===== config.mk =====
export PLATFORM = sky130hd
export DESIGN_NAME = control_sequencer
export DESIGN_NICKNAME = d
export VERILOG_FILES = /design/src/rtl/control_sequencer.sv
export SDC_FILE = /design/constraint.sdc
export NUM_CORES = 1
export LEC_CHECK = 0
export BUFFER_PORTS_ARGS = -buffer_cell sky130_fd_sc_hd__buf_2
export CAP_MARGIN = 20
export CORE_MARGIN = 5
export CORE_UTILIZATION = 35
export CTS_CLUSTER_DIAMETER = 150
export CTS_CLUSTER_SIZE = 28
export DETAILED_ROUTE_END_ITERATION = 8
export PLACE_DENSITY = 0.68
export SYNTH_ARGS = -nofsm -noshare
export SYNTH_HDL_FRONTEND = slang
export SYNTH_SLANG_ARGS = --single-unit

===== constraint.sdc =====
create_clock -name clock -period 4.3 [get_ports clock]
set_clock_uncertainty 0.2 [all_clocks]
set_input_delay 0.215 -clock clock [delete_from_list [all_inputs] [get_ports clock]]
set_output_delay 0.215 -clock clock [all_outputs]
set_load 0.02 [all_outputs]

===== src/rtl/control_sequencer.sv =====
// Hardwired control unit for the multi-cycle CPU datapath: a fetch/execute
// sequencer whose strobes are a Moore decode of the current step, IR and CON.
module control_sequencer (
  input  logic        clock,
  input  logic        clear,
  input  logic [31:0] IR,
  input  logic        CON,
  output logic        PCout,
  output logic        PCin,
  output logic        IncPC,
  output logic        MARin,
  output logic        MDRin,
  output logic        MDRout,
  output logic        Read,
  output logic        Write,
  output logic        IRin,
  output logic        Yin,
  output logic        ZLowIn,
  output logic        ZLowOut,
  output logic        Gra,
  output logic        Grb,
  output logic        Grc,
  output logic        Rin,
  output logic        Rout,
  output logic        BAout,
  output logic        RCout,
  output logic        CONin,
  output logic [4:0]  alu_op,
  output logic        Run
);

  localparam logic [4:0] OP_LD   = 5'b00000;
  localparam logic [4:0] OP_LDI  = 5'b00001;
  localparam logic [4:0] OP_ST   = 5'b00010;
  localparam logic [4:0] OP_ADD  = 5'b00011;
  localparam logic [4:0] OP_SUB  = 5'b00100;
  localparam logic [4:0] OP_AND  = 5'b01001;
  localparam logic [4:0] OP_OR   = 5'b01010;
  localparam logic [4:0] OP_ADDI = 5'b01011;
  localparam logic [4:0] OP_BR   = 5'b10010;
  localparam logic [4:0] OP_JR   = 5'b10011;
  localparam logic [4:0] OP_HALT = 5'b11010;

  typedef enum logic [3:0] {
    ST_RESET, ST_T0, ST_T1, ST_T2, ST_T3, ST_T4, ST_T5, ST_T6, ST_T7, ST_HALT
  } state_t;

  typedef enum logic [3:0] {
    C_ALU, C_ADDI, C_LD, C_LDI, C_ST, C_BR, C_JR, C_HALT, C_NOP
  } cls_t;

  state_t      state_r;
  cls_t        cls_s;
  logic [4:0]  op_s;
  logic        ir_unused_s;

  assign op_s        = IR[31:27];
  assign ir_unused_s = &{1'b0, IR[26:0]};

  // Opcode classification; unlisted opcodes fall into the nop class.
  always_comb begin
    cls_s = C_NOP;
    case (op_s)
      OP_ADD, OP_SUB, OP_AND, OP_OR: cls_s = C_ALU;
      OP_ADDI:                       cls_s = C_ADDI;
      OP_LD:                         cls_s = C_LD;
      OP_LDI:                        cls_s = C_LDI;
      OP_ST:                         cls_s = C_ST;
      OP_BR:                         cls_s = C_BR;
      OP_JR:                         cls_s = C_JR;
      OP_HALT:                       cls_s = C_HALT;
      default:                       cls_s = C_NOP;
    endcase
  end

  // Step sequencing; IR is only consulted at the T3/T5/T6 branch points.
  always_ff @(posedge clock) begin
    if (!clear) begin
      state_r <= ST_RESET;
    end else begin
      case (state_r)
        ST_RESET: state_r <= ST_T0;
        ST_T0:    state_r <= ST_T1;
        ST_T1:    state_r <= ST_T2;
        ST_T2:    state_r <= ST_T3;
        ST_T3: begin
          case (cls_s)
            C_HALT:      state_r <= ST_HALT;
            C_JR, C_NOP: state_r <= ST_T0;
            default:     state_r <= ST_T4;
          endcase
        end
        ST_T4:    state_r <= ST_T5;
        ST_T5:    state_r <= (cls_s == C_LD || cls_s == C_ST || cls_s == C_BR) ? ST_T6 : ST_T0;
        ST_T6:    state_r <= (cls_s == C_BR) ? ST_T0 : ST_T7;
        ST_T7:    state_r <= ST_T0;
        ST_HALT:  state_r <= ST_HALT;
        default:  state_r <= ST_RESET;
      endcase
    end
  end

  // Strobe decode; fetch steps ignore IR, so a changing IR there is harmless.
  always_comb begin
    {PCout, PCin, IncPC, MARin, MDRin, MDRout, Read, Write, IRin, Yin} = 10'd0;
    {ZLowIn, ZLowOut, Gra, Grb, Grc, Rin, Rout, BAout, RCout, CONin} = 10'd0;
    alu_op = 5'b00000;
    Run    = (state_r != ST_RESET) && (state_r != ST_HALT);
    case (state_r)
      ST_T0: {PCout, MARin, IncPC} = 3'b111;
      ST_T1: {Read, MDRin}         = 2'b11;
      ST_T2: {MDRout, IRin}        = 2'b11;
      ST_T3: begin
        case (cls_s)
          C_ALU, C_ADDI:     {Grb, Rout, Yin}   = 3'b111;
          C_LD, C_LDI, C_ST: {Grb, BAout, Yin}  = 3'b111;
          C_BR:              {Gra, Rout, CONin} = 3'b111;
          C_JR:              {Gra, Rout, PCin}  = 3'b111;
          default:           Yin = 1'b0;
        endcase
      end
      ST_T4: begin
        case (cls_s)
          C_ALU: begin
            {Grc, Rout, ZLowIn} = 3'b111;
            alu_op = op_s;
          end
          C_ADDI, C_LD, C_LDI, C_ST: begin
            {RCout, ZLowIn} = 2'b11;
            alu_op = OP_ADD;
          end
          C_BR:    {PCout, Yin} = 2'b11;
          default: Yin = 1'b0;
        endcase
      end
      ST_T5: begin
        case (cls_s)
          C_ALU, C_ADDI, C_LDI: {ZLowOut, Gra, Rin} = 3'b111;
          C_LD, C_ST:           {ZLowOut, MARin}    = 2'b11;
          C_BR: begin
            {RCout, ZLowIn} = 2'b11;
            alu_op = OP_ADD;
          end
          default: Yin = 1'b0;
        endcase
      end
      ST_T6: begin
        case (cls_s)
          C_LD:    {Read, MDRin}      = 2'b11;
          C_ST:    {Gra, Rout, MDRin} = 3'b111;
          C_BR:    {ZLowOut, PCin}    = {1'b1, CON};
          default: Yin = 1'b0;
        endcase
      end
      ST_T7: begin
        case (cls_s)
          C_LD:    {MDRout, Gra, Rin} = 3'b111;
          C_ST:    Write = 1'b1;
          default: Yin = 1'b0;
        endcase
      end
      default: Yin = 1'b0;
    endcase
  end

endmodule


==> results of run 1 <==
[routing by layer]
metal	part of all wire [%]	GRT usage [%]	vias up
li1	-	-	512
met1	48	21.2	449
met2	45	22.9	34
met3	5.6	2.19	2
met4	0.71	3.88	0
met5	0	0	-
[through the flow]
stage	power (mW)	instances	util, %
6_report	0.159	178	43.8
5_1_grt	0.173	178	43.8
4_1_cts	0.161	178	43.8
3_5_place_dp	0.110	175	42.8
3_3_place_gp	0.108	175	42.8
2_1_floorplan	0.0962	129	-
[worst register-to-register path, delay by kind of cell, from the launching register on]
family | cells | cell delay [ns]
DFF | 1 | 0.60
AOI/OAI and AO/OA | 1 | 0.08
and+or+nand+nor | 2 | 1.03
[area by class of cell]
class                      instances  area, µm²  area share [%]
timing repair buffer              32        160            16.2
clock buffer                       3       22.5            2.28
multi-input combinational        105        668            67.6
tap                               28       35.0            3.54
inverter                           6       22.5            2.28
sequential                         4       80.1            8.10
[path summary, 6_finish.rpt]
kind | cells after the start | start | endpoint
setup / recovery | 5 | state_r[2]$_SDFF_PN0_ | Gra
hold / removal | 2 | clear | state_r[0]$_SDFF_PN0_
setup reg to reg | 3 | state_r[2]$_SDFF_PN0_ | state_r[3]$_SDFF_PN0_
hold reg to reg | 2 | state_r[1]$_SDFF_PN0_ | state_r[1]$_SDFF_PN0_
[cell usage after synthesis (2+ instances only)]
library cell	n
a211o_1	2
a211oi_1	2
a21oi_1	7
and2_1	3
buf_1	3
buf_2	3
clkbuf_1	6
dfxtp_1	4
inv_1	6
mux2i_1	3
nand2_1	15
nand2b_1	3
nand3_1	6
nand4_1	2
nor2_1	11
nor2b_1	4
nor3_1	7
nor4_1	2
o21ai_0	5
o32ai_1	2
o41ai_1	2
or2_2	2
or3_1	2
xor2_1	2
[report_power, final]
| group | internal [mW] | switching [mW] |
|---|---|---|
| Sequential | 0.0390 | 0.00596 |
| Combinational | 0.0241 | 0.0406 |
| Clock | 0.0314 | 0.0176 |
| Total | 0.0944 | 0.0641 |
[kinds of logic after synthesis]
kind of cell              Yosys count  share of synthesized area, %
and+or+nand+nor                    66                          42.5
AOI/OAI and AO/OA                  31                          28.7
buffers and inverters              20                          10.7
muxes                               4                          4.93
DFF                                 4                          9.55
xor gates and xnor gates            3                          3.13
other                               1                         0.447
==> run metrics, run 1 <==
hold_ws roughly 0.04 ns; RSZ-0062 raised after global routing false; Die X about 59 µm; Buf+Inv Stages, Crit Path 1; CTS H-Tree Depth 1; Antenna diodes 0; leakage approximately 0.47 nW; Synth area leader dfxtp_1; I/O Buffers 32; CP Cell Sequence or4b_1 -> nor4_1 -> nor2_1 -> a21bo_2 -> buf_2; power per cell area about 160 nW/µm²; status complete, no violations; Design Area, Final about 990 µm²; f_max between 300 and 400 MHz; Startpoint Class flop; sequential area share after synthesis about a tenth; Critical Path Slowest Stage Cell or4b_1; drt total wl ~2.4 mm; critical path fanouts, max 16; Pins Over Slew Limit 0; Via density about 5.6; largest net degree at the start of global routing 20; Routed Antenna Nets 0; Critical Path RT slightly below 4 ns; CTS tree yes; Biggest register state_r; asr flop ratio synth 0%; max-cap viol count 0; global-route wire length before repair 4.13 mm; # setup viols final 0; Synth Area per Inst ~6.5 µm²; Die ar. 3470 µm²; vias in the first global route roughly 890; TNS Setup 0 ns; Post-Synthesis Cell Area between 800 and 900 µm²; Post-Synthesis Cells 129; critical path class flop to primary output; Min Clock Period, post-route roughly 2.7 ns; post_cts resized 0; Synth Register Bits 4; Distinct cells, synth 49; synthesized net count between 150 and 200; max_slew headroom approximately two thirds; grt ovf 0; Hold Path Class input pin to flop; die height between 50 and 60 µm; Ports 61; layout cells sized above 1 ~28%; Syn-to-layout area delta 17.9%; Final Hold Fails 0; pre-CTS WS ~1.9 ns; placed cell area 966 µm²; Final GP Congestion ~0.86; flop2flop setup slack roughly 2.3 ns; Setup WS post-layout 1.60 ns; via count 997; Post-synth EDFFs 0; GRT Overall Usage ~15%; routed len/inst between 10 and 15 µm; Nets between 150 and 200; total CTS buffers 3; delay-heaviest family, CP simple AND/OR/NAND/NOR gates; max incr delay on CP about 0.63 ns; detailed-route DRC error count 0; worst skew pair latency around 0.24 ns; Ys Warns 0; Post-DP HPWL ~1.8 mm; initial antenna violation count 0; Setup Fix Bufs, Post-CTS 0; Hold-fix buffers, CTS 0; Core ar. ~2300 µm²; initial DRC count approximately 40; max reg flops 4; top cell type's share of synthesized area about a tenth; Initial Utilization between 30% and 40%; Largest regs state_r: 4 flops; Worst-path clk slew roughly 0.040 ns; Max VDD drop a little under 80 µV; CTS Sinks 4; Worst Max-Slew Pin Slew 0.511 ns; drt first pass iters 4; filler cell count roughly 230; commonest non-fill, non-tap cell in the layout buf_2; most frequent cells in the layout buf_2 (32), nand2_1 (15), nor2_1 (11); Final period util 62.8%; # rows 17; clock tree buffer depth 2; Setup crit end kind primary output; clock root buffer clkbuf_4; top_reg_cell synth dfxtp_1; top cells by area, synth dfxtp_1 (9.6%), nand2_1 (6.7%), nor2_1 (4.9%), a21oi_1 (4.2%), nor3_1 (4.2%); Worst EP arrival between 2 and 2.5 ns
No activity file was read; power rests on OpenSTA's default activity.
==> run 2: changes to the inputs <==
--- a/config.mk
+++ b/config.mk
@@ -12,7 +12,7 @@
 export CTS_CLUSTER_DIAMETER = 150
 export CTS_CLUSTER_SIZE = 28
 export DETAILED_ROUTE_END_ITERATION = 8
-export PLACE_DENSITY = 0.68
+export PLACE_DENSITY = 0.71
 export SYNTH_ARGS = -nofsm -noshare
 export SYNTH_HDL_FRONTEND = slang
 export SYNTH_SLANG_ARGS = --single-unit
==> constraint.sdc (replaced) <==
create_clock -name clock -period 2.45 [get_ports clock]
set_clock_uncertainty 0.2 [all_clocks]
set_input_delay 0.1225 -clock clock [delete_from_list [all_inputs] [get_ports clock]]
set_output_delay 0.1225 -clock clock [all_outputs]
set_load 0.02 [all_outputs]
==> run metrics, run 2 (same netlist as run 1, synthesis figures left out) <==
status complete, no violations; initial antenna violation count 0 (unchanged); detailed-route DRC error count 0 (unchanged); critical path fanouts, max 2 (-14); GRT Max-Usage Layer met2; M1 GR Usage 19.0% (-2.2 points); Ports 61 (unchanged); commonest non-fill, non-tap cell in the layout buf_2; Flop pwr share 25.0% (-3.4 points); Final period util between 80% and 90%; Largest regs state_r: 4 flops; drt first pass iters 4 (unchanged); Setup crit end kind primary output; layout cells sized above 1 30.1% (+2.1 points); Hold-fix buffers, CTS 1 (+1); Core ar. 2250 µm² (unchanged); Final Hold Fails 0 (unchanged); Nets 193 (+3.2%); Pins Over Slew Limit 0 (unchanged); I/O Buffers 32 (unchanged); Power Total 0.279 mW (+76%); drt total wl 2.47 mm (+2.4%); Antenna diodes 0 (unchanged); largest net degree at the start of global routing 20 (unchanged); CTS H-Tree Depth 1 (unchanged); f_max roughly 450 MHz; met3 global-route usage 2.63% (+0.44 points); Hold Path Class input pin to flop; Routed Antenna Nets 0 (unchanged); CTS tree yes; reg2reg start state_r[0]$_SDFF_PN0_; clock tree buffer depth 2 (unchanged); initial DRC count 49 (+20%); Via density 5.68 (+1.5%); global-route wire length before repair 4.11 mm (-0.51%); Int Power 0.170 mW (+81%); CTS Sinks 4 (unchanged); Min Clock Period, post-route approximately 2.2 ns; max reg flops 4 (unchanged); Setup Fix Bufs, Post-CTS 0 (unchanged); Final GP Congestion 0.910 (+6.5%); clock root buffer clkbuf_4; Worst EP arrival 1.88 ns (-0.41 ns); Initial Utilization 37.2% (unchanged); RSZ-0062 raised after global routing false; # setup viols final 0 (unchanged); die height 58.9 µm (unchanged); TNS Setup 0 ns (unchanged); hold path cells 4 (+2); Critical Path RT 2.13 ns (-1.75 ns); power per cell area 270 nW/µm² (+68%); routed len/inst 13.4 µm (-0.89%); leakage 0.498 nW (+6.3%); FF-to-FF End state_r[3]$_SDFF_PN0_; vias in the first global route 926 (+3.6%); Die ar. 3470 µm² (unchanged); Post-DP HPWL 1.89 mm (+3.7%); Startpoint Class flop; critical path class flop to primary output; grt ovf 0 (unchanged); via count 1,046 (+4.9%); Die X 58.9 µm (unchanged); # rows 17 (unchanged); Max VDD drop 183 µV (+130%); Biggest register state_r; flop2flop setup slack 0.66 ns (-1.66 ns); Logic pwr share 46.4% (+5.6 points); total CTS buffers 3 (unchanged); post_cts resized 0 (unchanged); Worst-path clk slew 0.04 ns (about the same); max-cap viol count 0 (unchanged); met2 Use GR 24.1% (+1.3 points); worst r2r path cells 4 (+1); Switching Share 39.0% (-1.5 points); Syn-to-layout area delta 23.6%; most frequent cells in the layout buf_2 (32), nand2_1 (15), nor2_1 (11); Sw Pwr 0.109 mW (+70%); Clk network pwr share 28.6% (-2.3 points); GRT Overall Usage 14.4% (-0.40 points); Hold Startpoint IR[28]; worst skew pair latency 0.23 ns (about the same); WHS Endpoint state_r[2]$_SDFF_PN0_
-- run 2: area by class of cell --
type                       count  area, µm²
inverter                       6       22.5
tap                           28       35.0
fill                         253       1220
multi-input combinational    105        668
sequential                     4       80.1
clock buffer                   3       22.5
timing repair buffer          38        208
-- run 2: worst max-delay path by stage --
stage,startpoint,end,cells past startpoint
finish,state_r[0]$_SDFF_PN0_,Gra,5
global route,state_r[0]$_SDFF_PN0_,Gra,5
CTS,state_r[0]$_SDFF_PN0_,Gra,5
detailed placement,IR[28],alu_op[0],6
global placement,IR[28],alu_op[0],6
floorplan,IR[30],alu_op[0],5
-- run 2: stage by stage --
step           util (%)  setup slack, ns  area [µm²]  instances  hold slack [ns]
2_1_floorplan         -            0.400         838        129           0.0442
3_3_place_gp       44.5            0.427        1000        180            0.195
3_5_place_dp       44.5            0.391        1000        180            0.186
4_1_cts            45.9            0.238        1040        184            0.215
5_1_grt            45.9            0.151        1040        184            0.239
6_report           45.9            0.250        1040        184            0.226
-- run 2: critical path: stages (launching register included) --
cell,delay (ns)
dfxtp_1,0.30
or4b_1,0.58
nor4_1,0.35
nor2_1,0.08
a21bo_2,0.19
buf_2,0.15
-- run 2: power by group through the flow --
stage	logic (mW)	clock network, mW	registers [mW]
floorplan	0.0971	0	0.0718
global placement	0.124	0	0.0706
detailed placement	0.127	0	0.0708
CTS	0.129	0.0847	0.0698
global route	0.142	0.0910	0.0702
finish	0.130	0.0800	0.0698
-- run 2: per-layer routing --
| metal | part of all wire (%) | wire length [µm] |
|---|---|---|
| met2 | 45 | 1120 |
| met1 | 46 | 1130 |
| met5 | 0 | 0 |
| met3 | 8.3 | 204 |
| met4 | 0.57 | 14 |
==> run 3: changes to the inputs <==
--- a/config.mk
+++ b/config.mk
@@ -5,6 +5,7 @@
 export SDC_FILE = /design/constraint.sdc
 export NUM_CORES = 1
 export LEC_CHECK = 0
+export ABC_AREA = 1
 export BUFFER_PORTS_ARGS = -buffer_cell sky130_fd_sc_hd__buf_2
 export CAP_MARGIN = 20
 export CORE_MARGIN = 5
@@ -12,7 +13,7 @@
 export CTS_CLUSTER_DIAMETER = 150
 export CTS_CLUSTER_SIZE = 28
 export DETAILED_ROUTE_END_ITERATION = 8
-export PLACE_DENSITY = 0.71
+export PLACE_DENSITY = 0.69
 export SYNTH_ARGS = -nofsm -noshare
 export SYNTH_HDL_FRONTEND = slang
 export SYNTH_SLANG_ARGS = --single-unit
==> constraint.sdc (replaced) <==
create_clock -name clock -period 2.2 [get_ports clock]
set_clock_uncertainty 0.2 [all_clocks]
set_input_delay 0.11 -clock clock [delete_from_list [all_inputs] [get_ports clock]]
set_output_delay 0.11 -clock clock [all_outputs]
set_load 0.02 [all_outputs]
==> run metrics, run 3 <==
initial antenna violation count 0 (unchanged); Ys Warns 0 (unchanged); Final period util about nine tenths; status complete, no violations; DP Cell Count 198 (+10%); # rows 17 (unchanged); critical path class flop to primary output; Worst EP arrival 1.69 ns (-0.19 ns); Critical Path RT 1.89 ns (-0.24 ns); worst skew pair latency 0.24 ns (about the same); Die ar. 3310 µm² (-4.7%); via count 1,005 (-3.9%); Die X 57.5 µm (-2.4%); Core ar. 2190 µm² (-2.8%); Hold Path Class input pin to flop; Design Area, Final 1030 µm² (-0.12%); Setup crit end kind primary output; drt first pass iters 4 (unchanged); asr flop ratio synth 0% (unchanged); Routed Antenna Nets 0 (unchanged); placed cell area 967 µm² (-3.6%); Startpoint Class flop; Via density 4.88 (-14%); Post-Synthesis Cell Area 791 µm² (-5.7%); CTS tree yes; Min Clock Period, post-route roughly 2.0 ns; Synth Area per Inst 5.65 µm² (-13%); detailed-route DRC error count 0 (unchanged); top cells by area, synth nand2_1 (15%), dfxtp_1 (10%), nor2_1 (9.0%), inv_1 (8.1%), nand3_1 (7.6%); RSZ-0062 raised after global routing false; layout cells sized above 1 38.2% (+8.1 points); Syn-to-layout area delta 30.9%; Buf+Inv Stages, Crit Path 4 (+3); Post-Synthesis Cells 140 (+8.5%); Ports 61 (unchanged); I/O Buffers 32 (unchanged); CP Cell Sequence inv_1 -> nand2_2 -> nor3_4 -> buf_4 -> buf_4 -> nand2_2 -> o21ai_0 -> buf_2; Largest regs state_r: 4 flops; Nets 215 (+11%); CTS H-Tree Depth 1 (unchanged); initial DRC count 23 (-53%); Post-synth EDFFs 0 (unchanged); Commonest cells post-synth nand2_1 (31), nor2_1 (19), inv_1 (17), nand3_1 (12), inv_2 (8); hold_ws 0.178 ns (-0.0485 ns); top_reg_cell synth dfxtp_1; top cell type's share of synthesized area 14.7% (+5.2 points); Synth Register Bits 4 (unchanged); commonest non-fill, non-tap cell in the layout buf_2; grt ovf 0 (unchanged); GRT Overall Usage 15.1% (+0.69 points); critical path fanouts, max 5 (+3); Biggest register state_r; CTS Sinks 4 (unchanged); most common cell in the netlist nand2_1; # setup viols final 0 (unchanged); Pins Over Slew Limit 0 (unchanged); most frequent cells in the layout buf_2 (32), nand2_1 (31), nor2_1 (19); routed len/inst 11.0 µm (-18%); largest net degree at the start of global routing 10 (-50%); clock root buffer clkbuf_4; sequential area share after synthesis 10.1% (+0.57 points); Final Hold Fails 0 (unchanged); f_max ~500 MHz; fin cells 206 (+12%); delay-heaviest family, CP buffers and inverters; clock tree buffer depth 2 (unchanged); Antenna diodes 0 (unchanged); drt total wl 2.27 mm (-8.2%); TNS Setup 0 ns (unchanged); Final GP Congestion 0.863 (-5.2%); synthesized net count 175 (+6.7%); Initial Utilization 36.1% (-1.1 points); die height 57.5 µm (-2.4%); max reg flops 4 (unchanged); vias in the first global route 994 (+7.3%); Max VDD drop 205 µV (+12%); Critical Path Slowest Stage Cell dfxtp_1; global-route wire length before repair 4.02 mm (-2.0%); max incr delay on CP 0.33 ns (-0.25 ns); Power Total 0.313 mW (+12%); max-cap viol count 0 (unchanged); Worst-path clk slew 0.04 ns (about the same); Distinct cells, synth 29 (-41%); total CTS buffers 3 (unchanged); leakage 0.579 nW (+16%); power per cell area 303 nW/µm² (+12%); Post-DP HPWL 1.83 mm (-3.3%); Synth area leader nand2_1
[run 3: cell count changes after synthesis, sizes merged, moves of 3 or more]
cell,before,now
nand2b,3,0
inv,6,26
and2,3,0
nor2,11,25
buf,8,2
clkbuf,6,0
nor2b,4,0
nand3,6,16
nand2,15,36
mux2i,3,0
nand4,2,5
o21ai,5,9
[run 3: layout make-up]
type	count	area [µm²]
fill	231	1160
multi-input combinational	107	592
timing repair buffer	37	200
inverter	27	105
sequential	4	80.1
tap	28	35.0
clock buffer	3	22.5
[run 3: kinds of logic (layout without fill, tap and decap cells)]
family | count (synthesis) | after routing | share of synthesized area, %
buf+inv | 29 | 67 | 15.7
other cells | 1 | 1 | 0.474
compound gates | 17 | 17 | 12.3
simple gates | 89 | 89 | 61.4
flops | 4 | 4 | 10.1
[run 3: worst paths after layout]
kind / start / to / slack, ns / depth (start not counted)
max reg2reg: state_r[3]$_SDFF_PN0_ / state_r[2]$_SDFF_PN0_ / 0.60 / 7
min reg2reg: state_r[3]$_SDFF_PN0_ / state_r[0]$_SDFF_PN0_ / 0.48 / 2
min: IR[30] / state_r[1]$_SDFF_PN0_ / 0.18 / 6
max: state_r[3]$_SDFF_PN0_ / ZLowOut / 0.20 / 8
[run 3: per-stage QoR]
stage / utilization, % / setup slack [ns]
final: 47.2 / 0.201
after global routing: 47.2 / 0.00423
after CTS: 45.6 / 0.174
after detailed placement: 44.1 / 0.445
after global placement: 44.1 / 0.487
after floorplan: - / 0.499
[run 3: power breakdown]
| group | internal, mW | total (mW) | switching, mW |
|---|---|---|---|
| combinational | 0.0406 | 0.137 | 0.0967 |
| sequential | 0.0765 | 0.0809 | 0.00436 |
| clock | 0.0613 | 0.0952 | 0.0339 |
[run 3: timing repair]
item,4_1_cts,5_1_grt
buffers inserted,0,4
endpoints found under the hold margin,4,0
gates resized for setup,0,1
setup endpoints to repair,0,2
hold buffers,1,0
[run 3: worst min-delay path, delay by kind of cell]
kind            cells  cell delay, ns
compound gates      1            0.08
simple gates        3            0.17
buf+inv             2            0.20
[run 3: per-layer routing]
metal | GRT usage (%) | routed length [µm] | up-vias | share of wire [%]
met4 | 5.63 | 33 | 0 | 1.5
met2 | 24.5 | 1010 | 36 | 44
met1 | 18.5 | 1070 | 437 | 47
met3 | 4.75 | 159 | 5 | 7.0
li1 | - | - | 527 | -
met5 | 0 | 0 | - | 0
